## src/rtl/mem_io_arbiter_pkg.sv

```systemverilog
// Shared definitions for the memory/IO data-port arbiter.
//   - state_e        : sequencer states
//   - GNT_CPU/LOADER : grant id encoding (also the index of the req bit)
//   - IO window      : default base address and window width
package mem_io_arbiter_pkg;

  typedef enum logic [1:0] {
    StIdle  = 2'd0,
    StIssue = 2'd1,
    StWait  = 2'd2,
    StResp  = 2'd3
  } state_e;

  localparam logic GNT_CPU    = 1'b0;
  localparam logic GNT_LOADER = 1'b1;

  localparam logic [31:0] IO_BASE_DEFAULT = 32'hFFFFFC00;
  localparam int unsigned IO_WIN_W        = 10;

  // Compare only the bits above the IO window.
  function automatic logic is_io_hit(input logic [31-IO_WIN_W:0] addr_hi,
                                     input logic [31-IO_WIN_W:0] base_hi);
    return addr_hi == base_hi;
  endfunction

endpackage

```

## src/rtl/mem_io_arbiter_rr_arb2.sv

```systemverilog
// Two-way round-robin arbiter, purely combinational.
// Ports:
//   i_req[1:0]    request vector (bit 0 = CPU, bit 1 = loader)
//   i_last_grant  id of the requester served most recently
//   o_gnt[1:0]    one-hot grant (zero when nobody requests)
module mem_io_arbiter_rr_arb2
  import mem_io_arbiter_pkg::*;
(
  input  logic [1:0] i_req,
  input  logic       i_last_grant,
  output logic [1:0] o_gnt
);

  always_comb begin
    o_gnt = 2'b00;
    unique case (i_req)
      2'b01:   o_gnt = 2'b01;
      2'b10:   o_gnt = 2'b10;
      // Tie: serve whoever did not win last time.
      2'b11:   o_gnt = (i_last_grant == GNT_LOADER) ? 2'b01 : 2'b10;
      default: o_gnt = 2'b00;
    endcase
  end

endmodule

```

## src/rtl/mem_io_arbiter.sv

```systemverilog
// Sequencer/arbiter for the shared data-side port (CPU LSU + UART loader) in front of a
// synchronous RAM (1-cycle read latency) and the memory-mapped IO decoder.
// Ports:
//   clk, rst_n                  clock, asynchronous active-low reset
//   i_cpu_* / i_ld_*            req/we/addr/wdata of the two requesters
//   o_cpu_ack / o_ld_ack        one-cycle completion pulses
//   o_cpu_stall                 cpu_req & ~cpu_ack
//   o_rsp_rdata / o_rsp_err     response, valid in the ack cycle
//   o_mem_* / i_mem_rdata       RAM port (word address = addr[ADDR_W+1:2])
//   o_io_* / i_io_rdata         IO decoder port (io_rdata combinational while io_en)
// Build option: define MISALIGN_CHECK_EN to answer accesses with addr[1:0] != 0 with an
// error ack and no strobe; otherwise addr[1:0] is ignored and rsp_err stays 0.
module mem_io_arbiter
  import mem_io_arbiter_pkg::*;
#(
  parameter int unsigned ADDR_W  = 14,
  parameter logic [31:0] IO_BASE = IO_BASE_DEFAULT
) (
  input  logic              clk,
  input  logic              rst_n,
  input  logic              i_cpu_req,
  input  logic              i_cpu_we,
  input  logic [31:0]       i_cpu_addr,
  input  logic [31:0]       i_cpu_wdata,
  output logic              o_cpu_ack,
  output logic              o_cpu_stall,
  input  logic              i_ld_req,
  input  logic              i_ld_we,
  input  logic [31:0]       i_ld_addr,
  input  logic [31:0]       i_ld_wdata,
  output logic              o_ld_ack,
  output logic [31:0]       o_rsp_rdata,
  output logic              o_rsp_err,
  output logic              o_mem_en,
  output logic              o_mem_we,
  output logic [ADDR_W-1:0] o_mem_addr,
  output logic [31:0]       o_mem_wdata,
  input  logic [31:0]       i_mem_rdata,
  output logic              o_io_en,
  output logic              o_io_we,
  output logic [7:0]        o_io_addr,
  output logic [31:0]       o_io_wdata,
  input  logic [31:0]       i_io_rdata
);

  logic [1:0]  w_gnt;
  logic        w_sel_ld;
  logic        w_we;
  logic        w_io_hit;
  logic        w_misalign;
  logic [31:0] w_addr;
  logic [31:0] w_wdata;

  state_e              r_state;
  logic                r_last_grant;
  logic                r_gnt;
  logic                r_we;
  logic                r_io;
  logic                r_cpu_ack;
  logic                r_ld_ack;
  logic [31:0]         r_rdata;
  logic                r_err;
  logic                r_mem_en;
  logic                r_mem_we;
  logic [ADDR_W-1:0]   r_mem_addr;
  logic [31:0]         r_mem_wdata;
  logic                r_io_en;
  logic                r_io_we;
  logic [7:0]          r_io_addr;
  logic [31:0]         r_io_wdata;

  mem_io_arbiter_rr_arb2 u_rr_arb2 (
    .i_req        ({i_ld_req, i_cpu_req}),
    .i_last_grant (r_last_grant),
    .o_gnt        (w_gnt)
  );

  // Grant bit 1 is the loader, matching the GNT_LOADER encoding.
  assign w_sel_ld = w_gnt[1];
  assign w_we     = w_sel_ld ? i_ld_we    : i_cpu_we;
  assign w_addr   = w_sel_ld ? i_ld_addr  : i_cpu_addr;
  assign w_wdata  = w_sel_ld ? i_ld_wdata : i_cpu_wdata;
  assign w_io_hit = is_io_hit(w_addr[31:IO_WIN_W], IO_BASE[31:IO_WIN_W]);

`ifdef MISALIGN_CHECK_EN
  assign w_misalign = (w_addr[1:0] != 2'b00);
`else
  logic w_unused_lsb;
  assign w_unused_lsb = ^w_addr[1:0];
  assign w_misalign   = 1'b0;
`endif

  // Strobes are registered on the IDLE->ISSUE edge so they are high exactly in ISSUE.
  always_ff @(posedge clk or negedge rst_n) begin
    if (!rst_n) begin
      r_state      <= StIdle;
      r_last_grant <= GNT_LOADER;
      r_gnt        <= GNT_CPU;
      r_we         <= 1'b0;
      r_io         <= 1'b0;
      r_cpu_ack    <= 1'b0;
      r_ld_ack     <= 1'b0;
      r_rdata      <= '0;
      r_err        <= 1'b0;
      r_mem_en     <= 1'b0;
      r_mem_we     <= 1'b0;
      r_mem_addr   <= '0;
      r_mem_wdata  <= '0;
      r_io_en      <= 1'b0;
      r_io_we      <= 1'b0;
      r_io_addr    <= '0;
      r_io_wdata   <= '0;
    end else begin
      unique case (r_state)
        StIdle: begin
          if (w_gnt != 2'b00) begin
            r_gnt   <= w_sel_ld;
            r_we    <= w_we;
            r_io    <= w_io_hit;
            r_rdata <= '0;
            r_err   <= w_misalign;
            if (w_misalign) begin
              r_cpu_ack <= ~w_sel_ld;
              r_ld_ack  <= w_sel_ld;
              r_state   <= StResp;
            end else begin
              r_mem_en    <= ~w_io_hit;
              r_mem_we    <= ~w_io_hit & w_we;
              r_mem_addr  <= w_addr[ADDR_W+1:2];
              r_mem_wdata <= w_wdata;
              r_io_en     <= w_io_hit;
              r_io_we     <= w_io_hit & w_we;
              r_io_addr   <= w_addr[7:0];
              r_io_wdata  <= w_wdata;
              r_state     <= StIssue;
            end
          end
        end
        StIssue: begin
          r_mem_en    <= 1'b0;
          r_mem_we    <= 1'b0;
          r_mem_addr  <= '0;
          r_mem_wdata <= '0;
          r_io_en     <= 1'b0;
          r_io_we     <= 1'b0;
          r_io_addr   <= '0;
          r_io_wdata  <= '0;
          if (!r_we && !r_io) begin
            r_state <= StWait;
          end else begin
            if (!r_we) r_rdata <= i_io_rdata;
            r_cpu_ack <= (r_gnt == GNT_CPU);
            r_ld_ack  <= (r_gnt == GNT_LOADER);
            r_state   <= StResp;
          end
        end
        StWait: begin
          r_rdata   <= i_mem_rdata;
          r_cpu_ack <= (r_gnt == GNT_CPU);
          r_ld_ack  <= (r_gnt == GNT_LOADER);
          r_state   <= StResp;
        end
        StResp: begin
          r_cpu_ack    <= 1'b0;
          r_ld_ack     <= 1'b0;
          r_err        <= 1'b0;
          r_last_grant <= r_gnt;
          r_state      <= StIdle;
        end
        default: r_state <= StIdle;
      endcase
    end
  end

  assign o_cpu_ack   = r_cpu_ack;
  assign o_ld_ack    = r_ld_ack;
  assign o_cpu_stall = i_cpu_req & ~r_cpu_ack;
  assign o_rsp_rdata = r_rdata;
  assign o_rsp_err   = r_err;
  assign o_mem_en    = r_mem_en;
  assign o_mem_we    = r_mem_we;
  assign o_mem_addr  = r_mem_addr;
  assign o_mem_wdata = r_mem_wdata;
  assign o_io_en     = r_io_en;
  assign o_io_we     = r_io_we;
  assign o_io_addr   = r_io_addr;
  assign o_io_wdata  = r_io_wdata;

endmodule
```

## config.mk

```make
export PLATFORM = sky130hd
export DESIGN_NAME = mem_io_arbiter
export DESIGN_NICKNAME = d
export VERILOG_FILES = /design/src/rtl/mem_io_arbiter_pkg.sv /design/src/rtl/mem_io_arbiter_rr_arb2.sv /design/src/rtl/mem_io_arbiter.sv
export SDC_FILE = /design/constraint.sdc
export NUM_CORES = 1
export LEC_CHECK = 0
export ABC_CLOCK_PERIOD_IN_PS = 1850
export CAP_MARGIN = 5
export CORE_AREA = 2 2 124 126
export CTS_BUF_LIST = sky130_fd_sc_hd__clkbuf_4 sky130_fd_sc_hd__clkbuf_8
export DETAILED_ROUTE_END_ITERATION = 16
export DIE_AREA = 0 0 126 128
export PLACE_DENSITY = 0.88
export RECOVER_POWER = 25
export SYNTH_ARGS = -nofsm -noshare
export SYNTH_HDL_FRONTEND = slang
export SYNTH_SLANG_ARGS = --single-unit
```

## constraint.sdc

```tcl
create_clock -name clk -period 1.85 [get_ports clk]
set_clock_uncertainty 0.15 [all_clocks]
set_input_delay 0.185 -clock clk [delete_from_list [all_inputs] [get_ports clk]]
set_output_delay 0.185 -clock clk [all_outputs]
set_load 0.02 [all_outputs]
```

==> summary.txt, run 1 <==
Status: completed
CTS tree: yes
Fin crit period: 1.85 ns
CP required: 1.99 ns
DR iter-0 viols: 246
Reg power frac: 24.3%
CP Class: reg -> reg
Int Pwr: 8.07 mW
Least-Margin Pin Slew: 1.20 ns
Total gr overflow: 0
Worst VDD drop: 1.37 mV
Post-layout util: 59.9%
Vias in the first global route: 4821
Sw frac: 42.0%
Main synth FF type: dfrtp_1
Syn Area/Cell: 9.44 um2
Worst Setup End Kind: register
Final setup vio count: 0
Commonest cells after routing, fill and taps aside: 319 x clkdlybuf4s50_1, 100 x nand2_1, 91 x dfrtp_1, 50 x mux2i_1, 46 x o21ai_0
H-tree Lvls: 3
Total die area: 0.0161 mm2
Per-cell routed wire length: 18.7 um
Final Power: 13.9 mW
Crit path DAT: 1.99 ns
Root buf cell: clkbuf_8
Share of cells above drive strength 1: 14.7%
Drt total wl: 18900 um
Non-Filler Cell Area, Final: 0.00891 mm2
Max FO, Critical Path: 8
CTS Sinks: 92
Synth cell types: 37
FMAX: 541 MHz
Die H: 128 um
Leak: 3.77 nW
Syn Inst Count: 508
Fin. Hold Viols: 0
Core ar.: 0.0149 mm2
Detail Route Antenna Nets: 0
Placer Congestion: 0.882
CTS buffer count: 9
Slew headroom: 20.1%
Post-synth ARST share: 100%
N_diodes: 0
Reg clk slew, reported paths: 0.08 ns
Post-DP Area: 0.00820 mm2
Yosys warns: 0
Clk pwr share: 10.8%
Sequential fraction of the synthesis area: 48.0%
Post-Syn Area: 0.00480 mm2
Antenna violations before repair: 0
RSZ-0062 raised after global routing: yes
Pwr per Cell Area: 1560 mW/mm2
CTS max path bufs: 2
Post-synth EDFFs: 0
Starting Density: 32.3%
Via count: 4998
Gr usage total: 21.6%
Largest net degree at the start of global routing: 93
Commonest non-fill, non-tap cell in the layout: clkdlybuf4s50_1
Pins over their slew limit: 0
Buffers on Ports: 322
Site row count: 45
Synthesized Nets: 712
Detailed Routing Iterations Pass 1: 4
Layout Nets: 1021
Layout area overhead: 85.7%
DR vias/cell: 4.95
Share of total power in combinational logic: 64.8%
Worst-skew pair later-pin latency: 0.37 ns
Die Wd: 126 um
Post-DP HPWL: 13700 um
Tcrit/Tclk final: 100%
Global-route wire length before repair: 26900 um
Max_cap viols: 0
I/O pins: 324
Psw: 5.85 mW
Min-Delay Path Class: in -> reg
Worst setup SP type: register
Flop and latch count out of synthesis: 92
DRC viols: 0
-- timing repair --
action,CTS,global route
gates resized for setup,17,86
endpoints found under the setup margin,45,78
gates cloned,2,8
pin swaps,1,9
setup buffers,5,2
hold buffers,1,0
hold endpoints to repair,91,0
-- cell type report --
cell class	count	area (um2)
tap	188	235
timing repair buffer	372	3870
fill	1213	5960
multi-input combinational	339	2270
clock inverter	5	75.1
inverter	3	11.3
clock buffer	11	145
sequential	92	2300
-- worst max-delay path, cell delays in order (launching register included) --
cell and delay [ns]:
dfrtp_1 0.39, inv_2 0.10, ha_4 0.18, or3b_4 0.41, o21ai_4 0.08, buf_12 0.17, clkbuf_16 0.18, nand2_4 0.05
o21ai_2 0.06
-- sequential cells by signal, summed over array words and instances (netlist names), 2 cells and up --
| signal | count |
|---|---|
| o_io_wdata | 32 |
| o_rsp_rdata | 32 |
| o_mem_addr | 14 |
| o_io_addr | 2 |
| r_state | 2 |
-- path summary, 6_finish.rpt --
path	start	endpoint	slack [ns]	cells after the start
max in group asynchronous	rst_n	o_rsp_rdata[24]	0.22	3
worst max register to register	r_state[1]	o_io_wdata[21]	0.0005	8
min in group asynchronous	rst_n	o_rsp_rdata[10]	0.51	3
worst min register to register	o_rsp_rdata[1]	o_rsp_rdata[1]	0.33	2
worst min-delay path	i_cpu_addr[1]	o_io_addr[1]	0.30	3
worst max-delay path	r_state[1]	o_io_wdata[21]	0.0005	8
-- power by group through the flow --
stage	combinational [mW]	clock, mW	sequential [mW]
2_1_floorplan	3.20	0	4.18
3_3_place_gp	7.20	0	3.34
3_5_place_dp	7.35	0	3.39
4_1_cts	7.90	1.57	3.35
5_1_grt	9.59	1.64	3.47
6_report	9.03	1.51	3.39
-- per-layer routing --
layer,vias up,wire (um),global-route usage [%]
met5,-,0,0
met4,0,350,6.40
met3,24,832,4.63
met2,172,9590,37.3
met1,2452,8120,27.2
li1,2350,-,-
-- cells by family (layout without fill, tap and decap cells) --
logic type	after synthesis	after routing	share of synthesized area [%]
buf+inv	77	391	9.44
mux	53	53	11.1
other cells	1	1	0.0782
simple gates	147	147	12.9
fa+ha+maj	6	6	1.56
compound gates	132	132	16.8
flops	92	92	48.0
-- stage by stage --
step / cells / worst slack [ns] / hold WS, ns / TNS [ns]
2_1_floorplan: 508 / 0.00418 / -0.261 / 0
3_3_place_gp: 978 / -0.198 / 0.123 / -10.72
3_5_place_dp: 978 / -0.356 / 0.129 / -15.61
4_1_cts: 1002 / 0.000586 / 0.246 / 0
5_1_grt: 1010 / -0.0706 / 0.301 / -2.42
6_report: 1010 / 0.000541 / 0.297 / 0
-- cell usage after synthesis (2+ instances only) --
cell type | n | share of area [%]
nand2_1 | 121 | 9.5
o21ai_0 | 86 | 9.0
ha_1 | 6 | 1.6
inv_1 | 3 | 0.23
mux2i_1 | 50 | 10
clkbuf_1 | 18 | 1.4
nor4_1 | 2 | 0.26
nor2_1 | 4 | 0.31
buf_2 | 14 | 1.5
a22o_1 | 33 | 6.0
buf_4 | 39 | 6.1
nand4_1 | 7 | 0.91
dfrtp_1 | 91 | 47
o31ai_1 | 3 | 0.47
o21ai_1 | 4 | 0.42
and4_1 | 2 | 0.37
mux2_2 | 3 | 0.70
buf_1 | 3 | 0.23
(Power assumes the default switching activity.)
==> run 2, diff against run 1 <==
- ABC_CLOCK_PERIOD_IN_PS: 1850 -> 1900
- PLACE_DENSITY: 0.88 -> 0.85
- clock period: 1.85 -> 1.9 ns (I/O delays scaled with it)
==> summary.txt, run 2 (synthesis results as in run 1) <==
Status: completed
Multi-input logic area: 0.00210 mm2
Final setup vio count: 0
Gr usage total: 20.4%
Crit path DAT: 1.91 ns
FMAX: 547 MHz
Layout area overhead: 75.1%
Fin crit period: 1.83 ns
Fillers: 1308
Max_cap viols: 0
CP required: 1.98 ns
Site row count: 45
Storage cell area: 0.00230 mm2
Via count: 4740
Per-cell routed wire length: 17.0 um
I/O pins: 324
Max FO, Critical Path: 64
Starting Density: 32.3%
DR iter-0 viols: 253
CTS buffer count: 9
Drt total wl: 16900 um
Detailed Routing Iterations Pass 1: 5
Total die area: 0.0161 mm2
Fin. Hold Viols: 0
R2R Setup Slk: 0.07 ns
Vias in the first global route: 4607
Antenna violations before repair: 1
Sw frac: 42.4%
Post-DP Area: 0.00818 mm2
Cells on worst reg2reg path: 6
Tcrit/Tclk final: 96.3%
Commonest cells after routing, fill and taps aside: 320 x clkdlybuf4s50_1, 121 x nand2_1, 91 x dfrtp_1, 86 x o21ai_0, 50 x mux2i_1
Worst-skew pair later-pin latency: 0.35 ns
CP Launch Point: r_state[0]
DR vias/cell: 4.77
Least-Margin Pin Slew: 1.01 ns
Pins over their slew limit: 0
Reg clk slew, reported paths: 0.09 ns
Leak: 3.53 nW
Worst Setup End Kind: register
Post-DP HPWL: 13500 um
Buffers on Ports: 322
Share of cells above drive strength 1: 7.82%
Slew headroom: 32.4%
Worst setup SP type: register
Die H: 128 um
Min-Delay Path Class: in -> reg
Reg power frac: 27.5%
Placed Cells: 976
Detail Route Antenna Nets: 0
Root buf cell: clkbuf_8
Int Pwr: 6.82 mW
Pwr per Cell Area: 1410 mW/mm2
Core ar.: 0.0149 mm2
Worst VDD drop: 1.25 mV
Placer Congestion: 0.820
N_diodes: 0
Non-Filler Cell Area, Final: 0.00840 mm2
Worst R2R Start: r_state[0]
Commonest non-fill, non-tap cell in the layout: clkdlybuf4s50_1
Global-route wire length before repair: 25700 um
CTS tree: yes
Fin cells: 994
DRC viols: 0
FF-to-FF End: o_rsp_rdata[10]
Worst setup margin: 0.0708 ns
CP Class: reg -> reg
Final Power: 11.8 mW
Layout Nets: 1006
CP Capture Point: o_rsp_rdata[10]
Die Wd: 126 um
H-tree Lvls: 3
Total gr overflow: 0
Setup WS pre-CTS: -0.246 ns
RSZ-0062 raised after global routing: yes
Setup TNS: 0 ns
Share of total power in combinational logic: 60.3%
Largest net degree at the start of global routing: 65
CTS max path bufs: 2
CTS Sinks: 92
Clk pwr share: 12.2%
Psw: 5.01 mW
==> run 2: cell count changes in the layout (fill, tap and decap cells not counted), moves of 2 or more <==
cell / before / now
buf_12: 7 / 5
buf_16: 2 / 0
buf_6: 7 / 0
buf_8: 2 / 0
clkbuf_16: 6 / 0
ha_1: 3 / 5
nand2_1: 100 / 121
nand2_2: 17 / 0
nand2_4: 4 / 0
o21ai_0: 46 / 86
o21ai_1: 29 / 3
o21ai_2: 14 / 0
o31ai_1: 1 / 3
==> run 2: layout make-up <==
| cell class | instances | share of cell area [%] |
|---|---|---|
| Timing Repair Buffer | 357 | 42.2 |
| Clock inverter | 5 | 0.923 |
| Tap cell | 188 | 2.80 |
| Clock buffer | 10 | 1.56 |
| Multi-Input combinational cell | 339 | 25.0 |
| Sequential cell | 92 | 27.4 |
| Inverter | 3 | 0.134 |
==> run 2: how the worst min path moves through the flow <==
stage / startpoint / end / slack, ns / cells after the start
5_1_grt: i_cpu_wdata[12] / o_io_wdata[12] / 0.29 / 3
3_5_place_dp: rst_n / o_rsp_rdata[10] / -0.15 / 1
6_report: i_cpu_addr[1] / o_io_addr[1] / 0.31 / 3
3_3_place_gp: rst_n / o_rsp_rdata[10] / -0.15 / 1
2_1_floorplan: rst_n / o_cpu_ack / -0.26 / 0
4_1_cts: rst_n / o_io_wdata[11] / 0.18 / 3
==> run 2: layer usage <==
metal | vias up | share of wire (%) | global-route usage (%) | wire length, um
li1 | 2302 | - | - | -
met1 | 2239 | 41 | 25.7 | 6850
met2 | 175 | 51 | 35.2 | 8630
met3 | 24 | 6.2 | 3.67 | 1050
met4 | 0 | 2.1 | 6.92 | 352
met5 | - | 0 | 0 | 0
==> run 2: timing repair <==
item	in CTS	in global routing
setup buffers	1	0
hold buffers	2	0
gates resized for setup	1	4
setup endpoints to repair	3	55
hold endpoints to repair	92	0
==> run 2: power groups by stage <==
stage / Sequential (mW) / Combinational (mW) / Clock (mW)
6_report: 3.25 / 7.13 / 1.45
5_1_grt: 3.35 / 7.63 / 1.57
4_1_cts: 3.26 / 7.18 / 1.50
3_5_place_dp: 3.29 / 7.16 / 0
3_3_place_gp: 3.26 / 7.02 / 0
2_1_floorplan: 4.07 / 3.11 / 0
==> run 2: worst max-delay path: stages, from the launching register on <==
cell     delay (ns)
dfrtp_1        0.42
ha_1           0.26
buf_4          0.17
a211o_1        0.29
buf_12         0.20
nand2_1        0.10
o21ai_0        0.09
==> run 2: through the flow <==
step | utilization (%) | hold WS, ns
CTS | 56.6 | 0.180
global placement | 55.0 | -0.149
global route | 56.5 | 0.293
floorplan | - | -0.256
finish | 56.5 | 0.307
detailed placement | 55.0 | -0.147
==> run 3, diff against run 2 <==
- CORE_AREA: 2 2 124 126 -> 2 2 125 127
- DIE_AREA: 0 0 126 128 -> 0 0 127 129
- DONT_BUFFER_PORTS: unset -> 1
- PLACE_DENSITY: 0.85 -> 0.57
- SLEW_MARGIN: unset -> 20
==> summary.txt, run 3 <==
Synth Area in Simple Gates: 12.9%
Adder-cell share of the synthesized area: 1.56%
CTS Sinks: 92
H-tree Lvls: 3
Failed at: 4_1_cts
Post-Syn Area: 0.00480 mm2
Postcts setup bufs: 0
Die Wd: 127 um
Syn Area/Cell: 9.44 um2
Most instantiated library cell after synthesis: nand2_1
Post-synth EDFFs: 0
Main synth FF type: dfrtp_1
Yosys warns: 0
Post_cts resized: 3
Largest family of logic cells by synthesized area: compound AO/OA/AOI/OAI gates
Site row count: 45
Top cells by area, synth: dfrtp_1 47%, mux2i_1 10%, nand2_1 9.5%
Area share of the largest cell type after synthesis: 47.5%
Sequential fraction of the synthesis area: 48.0%
Syn Inst Count: 508
Status: stopped before the end
Run Error: [ERROR RSZ-0060] Max buffer count reached.
Root buf cell: clkbuf_8
Flop and latch count out of synthesis: 92
Top cells by count, synth: 121 x nand2_1, 91 x dfrtp_1, 86 x o21ai_0
Synthesized Nets: 712
I/O pins: 324
Dominant cell type by area after synthesis: dfrtp_1
Buffers on Ports: 0
Post-DP HPWL: 9940 um
Placer Congestion: 0.855
Starting Density: 32.0%
CTS buffer count: 9
Die H: 129 um
Compound-Gate Fraction of Synth Area: 16.8%
Post-synth ARST share: 100%
CTS max path bufs: 2
Multiplexer share of the synthesized area: 11.1%
CTS Hold Bufs: 131
Post-DP Area: 0.00478 mm2
Synth cell types: 37
XOR/XNOR Fraction of Synth Area: 0%
-- run 3: through the flow --
step | setup WS [ns] | instances
after floorplan | 0.00347 | 508
after global placement | -0.306 | 636
after detailed placement | -0.316 | 636
-- run 3: kinds of logic after synthesis --
kind of cell    count (synthesis)
compound gates                132
fa+ha+maj                       6
buf+inv                        77
flops                          92
mux                            53
other cells                     1
simple gates                  147
==> run 4, diff against run 3 <==
- CORE_AREA: 2 2 125 127 -> 2 2 139 141
- CTS_BUF_LIST: sky130_fd_sc_hd__clkbuf_4 sky130_fd_sc_hd__clkbuf_8 -> unset
- DIE_AREA: 0 0 127 129 -> 0 0 141 143
- PLACE_DENSITY: 0.57 -> unset
- PLACE_DENSITY_LB_ADDON: unset -> 0.15
==> summary.txt, run 4 (synthesis results as in run 1) <==
Via count: 4071
Fin crit period: 1.95 ns
Pwr per Cell Area: 1650 mW/mm2
Crit path DAT: 2.07 ns
Worst-skew pair later-pin latency: 0.35 ns
Min Hold Slack: -0.611 ns
CTS Sinks: 92
Worst setup margin: -0.0537 ns
DR vias/cell: 4.93
Post-DP HPWL: 11100 um
Least-Margin Pin Slew: 0.526 ns
Worst R2R Start: r_state[0]
Drt total wl: 16800 um
Largest net degree at the start of global routing: 93
Site row count: 50
Commonest non-fill, non-tap cell in the layout: dlygate4sd3_1
Layout Nets: 792
DRC viols: 0
Total die area: 0.0202 mm2
Vias in the first global route: 4070
Placer Congestion: 0.834
Setup WS pre-CTS: -0.00959 ns
Fin. Hold Viols: 92
Cells on worst reg2reg path: 7
DR iter-0 viols: 233
FMAX: 512 MHz
Global-route wire length before repair: 23300 um
Final setup vio count: 23
Worst VDD drop: 0.658 mV
Layout area overhead: 36.8%
Tcrit/Tclk final: 103%
Pins over their slew limit: 0
Antenna violations before repair: 0
Worst Setup End Kind: register
Detailed Routing Iterations Pass 1: 4
Total gr overflow: 0
RSZ-0062 raised after global routing: yes
Share of cells above drive strength 1: 15.0%
Leak: 2.85 nW
Per-cell routed wire length: 20.3 um
Detail Route Antenna Nets: 0
Failing checks: negative hold slack, negative setup slack
Commonest cells after routing, fill and taps aside: 110 x dlygate4sd3_1, 104 x nand2_1, 90 x dfrtp_1, 56 x o21ai_0, 49 x mux2i_1
Slew headroom: 64.9%
Starting Density: 25.8%
CTS buffer count: 9
Die H: 143 um
CTS tree: yes
CTS max path bufs: 2
Worst setup SP type: register
H-tree Lvls: 3
Post-layout util: 35.3%
Buffers on Ports: 0
I/O pins: 324
Max FO, Critical Path: 6
CP required: 2.02 ns
CP Class: reg -> reg
R2R Setup Slk: -0.05 ns
Status: finished, violations left
N_diodes: 0
FF-to-FF End: o_io_wdata[12]
Core ar.: 0.0186 mm2
Gr usage total: 15.4%
Max_cap viols: 0
Reg clk slew, reported paths: 0.06 ns
Root buf cell: clkbuf_16
Min-Delay Path Class: in -> async
Die Wd: 141 um
run 4: report_power, final:
group	switching, mW	internal, mW
Clock	0.772	0.953
Combinational	2.41	2.05
Sequential	1.92	2.73
run 4: metal layers:
metal	part of all wire (%)	global-route usage [%]	vias up
met5	0	0	-
met4	2.3	6.89	0
met3	6.3	3.49	25
met2	49	25.5	183
met1	43	19.2	1975
li1	-	-	1888
run 4: worst max-delay path by stage:
stage                             from             end  slack, ns  cells past startpoint
final                       r_state[0]  o_io_wdata[12]      -0.05                      7
after global routing        r_state[0]   o_mem_addr[3]      -0.12                      7
after CTS                   r_state[0]  o_io_wdata[18]      0.004                      7
after detailed placement    r_state[0]        o_mem_we      -0.01                      6
after global placement    r_last_grant         o_io_we       0.04                      6
after floorplan             r_state[1]        o_mem_we      0.003                      7
run 4: repair_timing:
item,4_1_cts,5_1_grt
buffers inserted,0,4
hold endpoints to repair,149,93
setup endpoints to repair,15,82
resized for setup,2,64
hold buffers,108,2
cloned,0,6
run 4: through the flow:
stage          TNS (ns)  cell area [um2]  total power [mW]  instances
4_1_cts               0             6290              10.2        814
6_report         -0.753             6560              10.8        826
5_1_grt           -5.34             6560              11.6        826
3_3_place_gp          0             4930              8.14        691
2_1_floorplan         0             4820              7.19        508
3_5_place_dp   -0.00959             4930              8.22        691
run 4: cell type report:
type,count,area (um2)
Clock inverter,3,22.5
Clock buffer,12,256
Inverter,3,11.3
Timing Repair Buffer,142,1480
Fill cell,1849,12000
Sequential cell,92,2300
Multi-Input combinational cell,340,2190
Tap cell,234,293
run 4: worst max-delay path, cell delays in order, from the launching register on:
cell	delay (ns)
dfrtp_2	0.43
inv_2	0.10
ha_4	0.17
or3b_4	0.43
o21ai_4	0.21
clkbuf_16	0.25
nand2_1	0.05
o21ai_1	0.09
